--- src/rtl/syst_apb_nxn.sv ---
// APB-mapped N x N weight-stationary systolic multiplier (C = A x B, unsigned).
// Rows of A go through N accumulating PE stages and N de-skew stages, then land in a result FIFO.
module syst_apb_nxn #(
  parameter int N         = 4,
  parameter int DW        = 8,
  parameter int OUT_W     = 8,
  parameter int RES_DEPTH = 8
) (
  input  logic        p_clk_i,
  input  logic        p_rst_i,
  input  logic [31:0] p_dat_i,
  output logic [31:0] p_dat_o,
  input  logic        p_enable_i,
  input  logic        p_sel_i,
  input  logic        p_we_i,
  input  logic [31:0] p_adr_i,
  output logic        p_ready,
  output logic        res_irq_o
);
  localparam int ACC_W = 2*DW + $clog2(N);
  localparam int S     = 2*N;
  localparam int AW    = $clog2(RES_DEPTH);
  localparam int CW    = AW + 1;
  localparam int RW    = N*OUT_W;
  localparam int AIW   = N*DW;
  localparam int JW    = $clog2(N);

  logic [DW-1:0]    w_reg [N][N];        // [k][j] = B[k][j]
  logic [AIW-1:0]   a_pipe [N-1];
  logic [ACC_W-1:0] acc_pipe [S][N];
  logic [ACC_W-1:0] acc_d [S][N];
  logic [S-1:0]     vld_pipe, sat_pipe;
  logic [RW-1:0]    mem [RES_DEPTH];
  logic [RW-1:0]    res_row;
  logic [AW-1:0]    wr_ptr, rd_ptr;
  logic [CW-1:0]    count, count_next;
  logic             sat_reg, ovf_reg, udf_reg;
  logic [31:0]      occ, rdata;
  logic [JW-1:0]    wcol_idx;
  logic is_row, is_res, is_ctrl, is_stat, is_wcol;
  logic busy, empty, full, wr, row_wr, admit, clr, rd_setup, pop, push;

  assign is_row   = (p_adr_i == 32'h00);
  assign is_res   = (p_adr_i == 32'h04);
  assign is_ctrl  = (p_adr_i == 32'h40);
  assign is_stat  = (p_adr_i == 32'h44);
  assign is_wcol  = (p_adr_i >= 32'h08) && (p_adr_i < 32'(8 + 4*N)) && (p_adr_i[1:0] == 2'b00);
  assign wcol_idx = p_adr_i[2 +: JW] - JW'(2);

  assign busy  = |vld_pipe;
  assign empty = (count == '0);
  assign full  = (count == CW'(RES_DEPTH));

  // Weight writes stall while any row still depends on the current weights.
  assign p_ready  = p_sel_i & p_enable_i & ~p_rst_i & ~(p_we_i & is_wcol & busy);
  assign wr       = p_ready & p_we_i;
  assign row_wr   = wr & is_row;
  assign admit    = row_wr & (occ < 32'(RES_DEPTH));
  assign clr      = wr & is_ctrl & p_dat_i[1];
  assign rd_setup = p_sel_i & ~p_enable_i & ~p_we_i;
  assign pop      = rd_setup & is_res & ~empty;
  assign push     = vld_pipe[S-1];

  always_comb begin
    occ = 32'(count);
    for (int s = 0; s < S; s++) occ = occ + 32'(vld_pipe[s]);
  end

  always_comb begin
    count_next = count;
    if (clr) begin
      count_next = '0;
    end else begin
      if (push) count_next = count_next + CW'(1);
      if (pop)  count_next = count_next - CW'(1);
    end
  end

  always_comb begin
    rdata = '0;
    if (is_res && !empty) rdata = 32'(mem[rd_ptr]);
    else if (is_ctrl)     rdata = {31'b0, sat_reg};
    else if (is_stat)     rdata = {16'b0, 8'(count), 3'b0, udf_reg, ovf_reg, full, empty, busy};
  end

  genvar gi, gj;
  generate
    for (gi = 0; gi < S; gi++) begin : g_stage
      for (gj = 0; gj < N; gj++) begin : g_pe
        if (gi == 0) begin : g_first
          assign acc_d[gi][gj] = ACC_W'(p_dat_i[0 +: DW]) * ACC_W'(w_reg[0][gj]);
        end else if (gi < N) begin : g_mac
          assign acc_d[gi][gj] = acc_pipe[gi-1][gj]
                               + ACC_W'(a_pipe[gi-1][gi*DW +: DW]) * ACC_W'(w_reg[gi][gj]);
        end else begin : g_skew
          assign acc_d[gi][gj] = acc_pipe[gi-1][gj];
        end
      end
    end
    for (gj = 0; gj < N; gj++) begin : g_lane
      assign res_row[gj*OUT_W +: OUT_W] =
        (sat_pipe[S-1] && (acc_pipe[S-1][gj] > ACC_W'({OUT_W{1'b1}}))) ?
        {OUT_W{1'b1}} : acc_pipe[S-1][gj][OUT_W-1:0];
    end
  endgenerate

  always_ff @(posedge p_clk_i or posedge p_rst_i) begin
    if (p_rst_i) begin
      vld_pipe <= '0;
      sat_pipe <= '0;
      for (int s = 0; s < N-1; s++) a_pipe[s] <= '0;
      for (int s = 0; s < S; s++)
        for (int j = 0; j < N; j++) acc_pipe[s][j] <= '0;
    end else begin
      vld_pipe <= clr ? '0 : {vld_pipe[S-2:0], admit};
      sat_pipe <= {sat_pipe[S-2:0], sat_reg};
      a_pipe[0] <= p_dat_i[AIW-1:0];
      for (int s = 1; s < N-1; s++) a_pipe[s] <= a_pipe[s-1];
      for (int s = 0; s < S; s++)
        for (int j = 0; j < N; j++) acc_pipe[s][j] <= acc_d[s][j];
    end
  end

  always_ff @(posedge p_clk_i) begin
    if (push && !clr) mem[wr_ptr] <= res_row;
  end

  always_ff @(posedge p_clk_i or posedge p_rst_i) begin
    if (p_rst_i) begin
      for (int k = 0; k < N; k++)
        for (int j = 0; j < N; j++) w_reg[k][j] <= '0;
      p_dat_o   <= '0;
      sat_reg   <= 1'b0;
      ovf_reg   <= 1'b0;
      udf_reg   <= 1'b0;
      wr_ptr    <= '0;
      rd_ptr    <= '0;
      count     <= '0;
      res_irq_o <= 1'b0;
    end else begin
      if (wr && is_ctrl) sat_reg <= p_dat_i[0];
      if (wr && is_wcol)
        for (int k = 0; k < N; k++) w_reg[k][wcol_idx] <= p_dat_i[k*DW +: DW];
      if (rd_setup) p_dat_o <= rdata;
      if (clr) begin
        wr_ptr  <= '0;
        rd_ptr  <= '0;
        ovf_reg <= 1'b0;
        udf_reg <= 1'b0;
      end else begin
        if (push) wr_ptr <= wr_ptr + AW'(1);
        if (pop)  rd_ptr <= rd_ptr + AW'(1);
        if (row_wr && !admit) ovf_reg <= 1'b1;
        if (rd_setup && is_res && empty) udf_reg <= 1'b1;
      end
      count     <= count_next;
      res_irq_o <= (count_next != '0);
    end
  end
endmodule

--- config.mk ---
export PLATFORM = sky130hd
export DESIGN_NAME = syst_apb_nxn
export DESIGN_NICKNAME = d
export VERILOG_FILES = /design/src/rtl/syst_apb_nxn.sv
export SDC_FILE = /design/constraint.sdc
export NUM_CORES = 2
export LEC_CHECK = 0
export ABC_AREA = 1
export BUFFER_PORTS_ARGS = -buffer_cell sky130_fd_sc_hd__buf_4
export CAP_MARGIN = 20
export CORE_MARGIN = 4
export CORE_UTILIZATION = 54
export DETAILED_ROUTE_END_ITERATION = 16
export PLACE_DENSITY = 0.7
export SLEW_MARGIN = 10
export SYNTH_ARGS = -nofsm -noshare
export SYNTH_HDL_FRONTEND = slang
export SYNTH_SLANG_ARGS = --single-unit
--- constraint.sdc ---
create_clock -name p_clk_i -period 34.8 [get_ports p_clk_i]
set_input_delay 8.7 -clock p_clk_i [delete_from_list [all_inputs] [get_ports p_clk_i]]
set_output_delay 8.7 -clock p_clk_i [all_outputs]
set_load 0.02 [all_outputs]
Word-level counts from Yosys, hierarchy flattened
Memories as Yosys holds them, arrays and structs flattened.
Cells that the tools add are included.
{"block": "totals", "ff_bits": 850, "ramBits": 256, "out_inout_bits": 34, "memories": 1}
{"block": "op_classes", "add_sub_neg": 25, "mul": 16, "magnitude_cmp": 9, "n_eq_ne": 4, "n_mux": 28, "bitwise_logic": 20, "reduce_logical": 26}
{"name": "mem", "depth": 8, "width": 32, "rd": 1, "rd_clocked_by_memory_dff": 0, "wr": 1, "line": "33", "rtl": "logic [RW-1:0] mem [RES_DEPTH];"}
{"op": "$mul 8x8->16", "count": 16}
{"op": "$bwmux 32", "count": 4}
{"op": "$add 17x16->18", "count": 4}
{"op": "$add 18x16->18", "count": 4}
{"op": "$gt 18x8->1 const B", "count": 4}
{"op": "$add 16x16->17", "count": 4}
{"op": "$eq 32x7->1 const B", "count": 2}
{"op": "$mux 8", "count": 6}
{"op": "$eq 32x3->1 const B", "count": 1}
{"op": "$ge 32x4->1 const B", "count": 1}
{"op": "$logic_not 32->1", "count": 1}
{"op": "$lt 32x4->1 const B", "count": 1}
{"op": "$lt 32x5->1 const B", "count": 1}
{"op": "$mux 32", "count": 1}
{"op": "$mux 12", "count": 2}
{"op": "$demux 8 s2", "count": 1}
{"op": "$mux 4", "count": 4}
{"op": "$and 1x1->1", "count": 14}
{"op": "$logic_and 1x1->1", "count": 14}
{"op": "$add 11x1->12", "count": 1}
{"op": "$mux 3", "count": 4}
{"op": "$add 10x1->11", "count": 1}
{"op": "$add 9x1->10", "count": 1}
{"op": "$add 8x1->9", "count": 1}
{"op": "20 further kinds", "count": 35}

Depth between registers and ports, before layout
{"block": "depth", "depth_word": 15, "ltp_mapped": 22, "mapped_depth_nobuf": 20}

Worst setup path after synthesis
No wires, ideal clock.
{"block": "synth_path", "path_type": "input -> output", "from": "input p_adr_i[13]", "to": "output p_ready", "t_arrival_ps": 9433, "required_time_ps": 26100, "setup_slack_ps": 16667, "stages": 8, "path_cell_list": "nor2_1 > nand2_1 > nor2_4 > nand2_1 > nor2_1 > nand3_1 > nand2_1 > inv_1"}
{"block": "synth_via", "elab_chain_len": 7, "word_cells_on_any_way": 8}
{"item": "start, declared", "line": "16", "rtl": "input logic [31:0] p_adr_i,"}
{"item": "$ge 32x4->1 or $lt 32x5->1 (tied branches)", "line": "47", "rtl": "assign is_wcol = (p_adr_i >= 32'h08) && (p_adr_i < 32'(8 + 4*N)) && (p_adr_i[1:0] == 2'b00);"}
{"item": "$logic_and 1x1->1 * (2 in a row)", "line": "47"}
{"item": "$and 1x1->1 * (2 in a row)", "line": "55", "rtl": "assign p_ready = p_sel_i & p_enable_i & ~p_rst_i & ~(p_we_i & is_wcol & busy);"}
{"item": "$not 1->1 *", "line": "55"}
{"item": "$and 1x1->1 *", "line": "55"}
{"item": "end, declared", "line": "17", "rtl": "output logic p_ready,"}
Mark *: on every way between the ends. The rest lies on a longest branch, timed or not.

Worst setup path in the final report
{"block": "layout_path", "from": "input p_adr_i[29]", "to": "output p_ready"}
The elaborated chain is that of the path after synthesis.

==> flow_summary_export.csv <==
group,metric,value,unit
outcome,status,"completed",
setup_path,cp-start-kind,"primary input",
setup_path,worstPathArrival,9.84,ns
floorplan,placementRows,135,
power,p_clk_frac,0.479,
yosys,ys.flop_type,"dfrtp_1",
drt,via_per_inst,4.98,
drt,num_vias,48800,
timing,rsz0062_at_grt,"no",
place,gp_congestion,0.870,
power,leakage,0.0476,uW
yosys,synth_seq_cells,1058,
yosys,yosys_warnings,0,
power,netSwitchingPower,567,uW
power,ir_worst_vdd,0.0517,mV
cts,cts_max_level,3,
timing,setup_viol,0,
layout,nNetsFinal,9370,
yosys,yosysMostFrequentCell,"inv_1",
timing,finalSetupTns,0,ns
floorplan,core-area,136000,um2
timing,min_period,18.54,ns
yosys,yosysTopAreaCellShare,0.271,
setup_path,critical_path_required,26.10,ns
floorplan,initial_core_util,0.545,
global_route,grt_use_total,0.222,
worst_hold_path,holdPathStages,0,
global_route,first_global_vias,51100,
layout,diodes,0,
cts,cts_tree,"built",
timing,slew-limit-headroom,0.276,
drt,routed_wl,152,mm
cts,cts_resized,0,
global_route,grt-ovfl-total,0,
place,place.detailed.hpwl,113,mm
setup_path,rr_worst_depth,19,
setup_path,worstSetupPathType,"primary input to output port",
cts,post_cts_buffers,0,
job,cap_violations,0,
timing,tightest_slew,1.09,ns
yosys,synth_nets,9413,
power,power_density,31.9,nW/um2
timing,clock_skew,0.0927,ns
cts,holdBufCountCts,0,
power,pwr-share-comb,0.024,
cts,max-clock-path-buffers,3,
layout,syn_to_final_growth,8.38,%
drt,dr.first_iter.drc_count,3155,
timing,drv_slew,0,
global_route,antenna_found_initial,2,
yosys,synth_edf_count,256,
yosys,synth_area_leaders,"dfrtp_1 (27%), fa_1 (20%), inv_1 (11%)",
yosys,synth_area_leader_cell,"dfrtp_1",
drt,drc,0,
drt,ant_nets,0,
floorplan,die_x,378,um
timing,hold_viol,0,
yosys,ys_seq_area_frac,0.375,
power,power_frac_seq,0.496,
floorplan,ios,103,
layout,drive_above_1_share,0.0503,
cts,clkLatencyLatePin,0.78,ns
yosys,async_flop_share,0.758,
cts,cts_buffers,109,
setup_path,cp-end-kind,"output port",
cts,clkTransAtPathRegs,0.07,ns
global_route,grt_pass1_wl,256,mm
floorplan,die_y,378,um
cts,cts.sinks,1058,
floorplan,die_area,143000,um2
setup_path,path_max_fanout,4,
yosys,syn-cell-area,74100,um2
layout,postLayoutCoreUtil,0.591,
timing,max_clock_freq,0.0540,GHz
worst_hold_path,hold_path.class,"flop to flop",
yosys,syn_inst,7972,
yosys,syn_avg_cell_area,9.29,um2
power,p_int,1990,uW
timing,fin_crit_sh,0.533,
place,portBuffers,102,
setup_path,rrSetupSlack,30.03,ns
yosys,synth_cell_type_count,39,
power,p_sw_frac,0.221,
yosys,synthTopCellsByCount,"inv_1 (2,241), nand2_1 (1,760), dfrtp_1 (802)",
cts,cts-root-buf,"clkbuf_16",
layout,largest_register_ffs,288,
global_route,grt_max_degree,173,
drt,dr.pass1.iters,6,
drt,wire_per_inst,15.5,um
[critical path: stages]
cell	delay (ns)
buf_4	0.11
nor2_1	0.10
nand2_1	0.07
nor2_2	0.17
inv_1	0.06
nor2_1	0.21
nand3_1	0.16
nand2_1	0.09
inv_1	0.04
buf_4	0.14
[routing by layer]
layer,vias to the layer above,GRT usage,part of all wire
li1,23400,-,-
met1,24100,0.293,0.43
met2,1086,0.378,0.48
met3,252,0.0311,0.051
met4,0,0.0783,0.037
met5,-,0,0
[power groups by stage]
stage / Clock, uW / Combinational, uW / Sequential [uW]
detailed placement: 0 / 63.2 / 1290
floorplan: 0 / 32.2 / 1300
global placement: 0 / 62.6 / 1290
finish: 1230 / 62.1 / 1270
global route: 1310 / 68.2 / 1270
CTS: 1250 / 63.3 / 1270
[placed cells by master (no fill, tap or decap), types with 136 or more instances in the layout]
cell         n
o21ai_0    162
xor2_1     153
fa_1       751
dfrtp_1    800
inv_1     2239
nor2_1     136
a21oi_1    231
nand3_1    175
buf_4      153
ha_1       621
edfxtp_1   256
nand2_1   1760
[stage by stage]
| stage | setup slack (ns) | area, um2 | hold WS, ns | cells | total power [uW] |
|---|---|---|---|---|---|
| floorplan | 3.58 | 74100 | 0.331 | 7972 | 1330 |
| global placement | 16.30 | 76300 | 0.331 | 9594 | 1360 |
| detailed placement | 16.30 | 76300 | 0.335 | 9594 | 1360 |
| CTS | 16.29 | 80200 | 0.252 | 9800 | 2590 |
| finish | 16.26 | 80300 | 0.255 | 9805 | 2560 |
| global route | 16.13 | 80300 | 0.252 | 9805 | 2650 |
[final cells by class]
class                   instances  area [um2]
fillers                     11500       55500
flip-flops and latches       1058       27800
inverters                    2244        8430
repair buffers                159        1280
clock buffers                 146        3120
multi-input cells            4357       36700
well taps                    1781        2230
clock inverters                60         776
[logic make-up (layout without fill, tap and decap cells)]
kind of cell,count (synthesis),in the layout,share of synthesized area
buf+inv,2557,2609,0.130
fa+ha+maj,1372,1372,0.308
flops,1058,1058,0.375
simple gates,2161,2161,0.115
xor+xnor,205,205,0.0242
compound gates,619,619,0.0478
[path summary, 6_finish.rpt]
| path | endpoint | startpoint |
|---|---|---|
| worst max register to register | acc_d[248]$_DFF_PP0_ | a_pipe[27]$_DFF_PP0_ |
| worst min-delay path | acc_d[94]$_DFF_PP0_ | acc_d[166]$_DFF_PP0_ |
| max in group asynchronous | acc_pipe[550]$_DFF_PP0_ | p_rst_i |
| min in group asynchronous | p_dat_o[11]$_DFFE_PP0P_ | p_rst_i |
| worst min register to register | acc_d[94]$_DFF_PP0_ | acc_d[166]$_DFF_PP0_ |
| worst max-delay path | p_ready | p_adr_i[29] |
(Power assumes the default switching activity.)
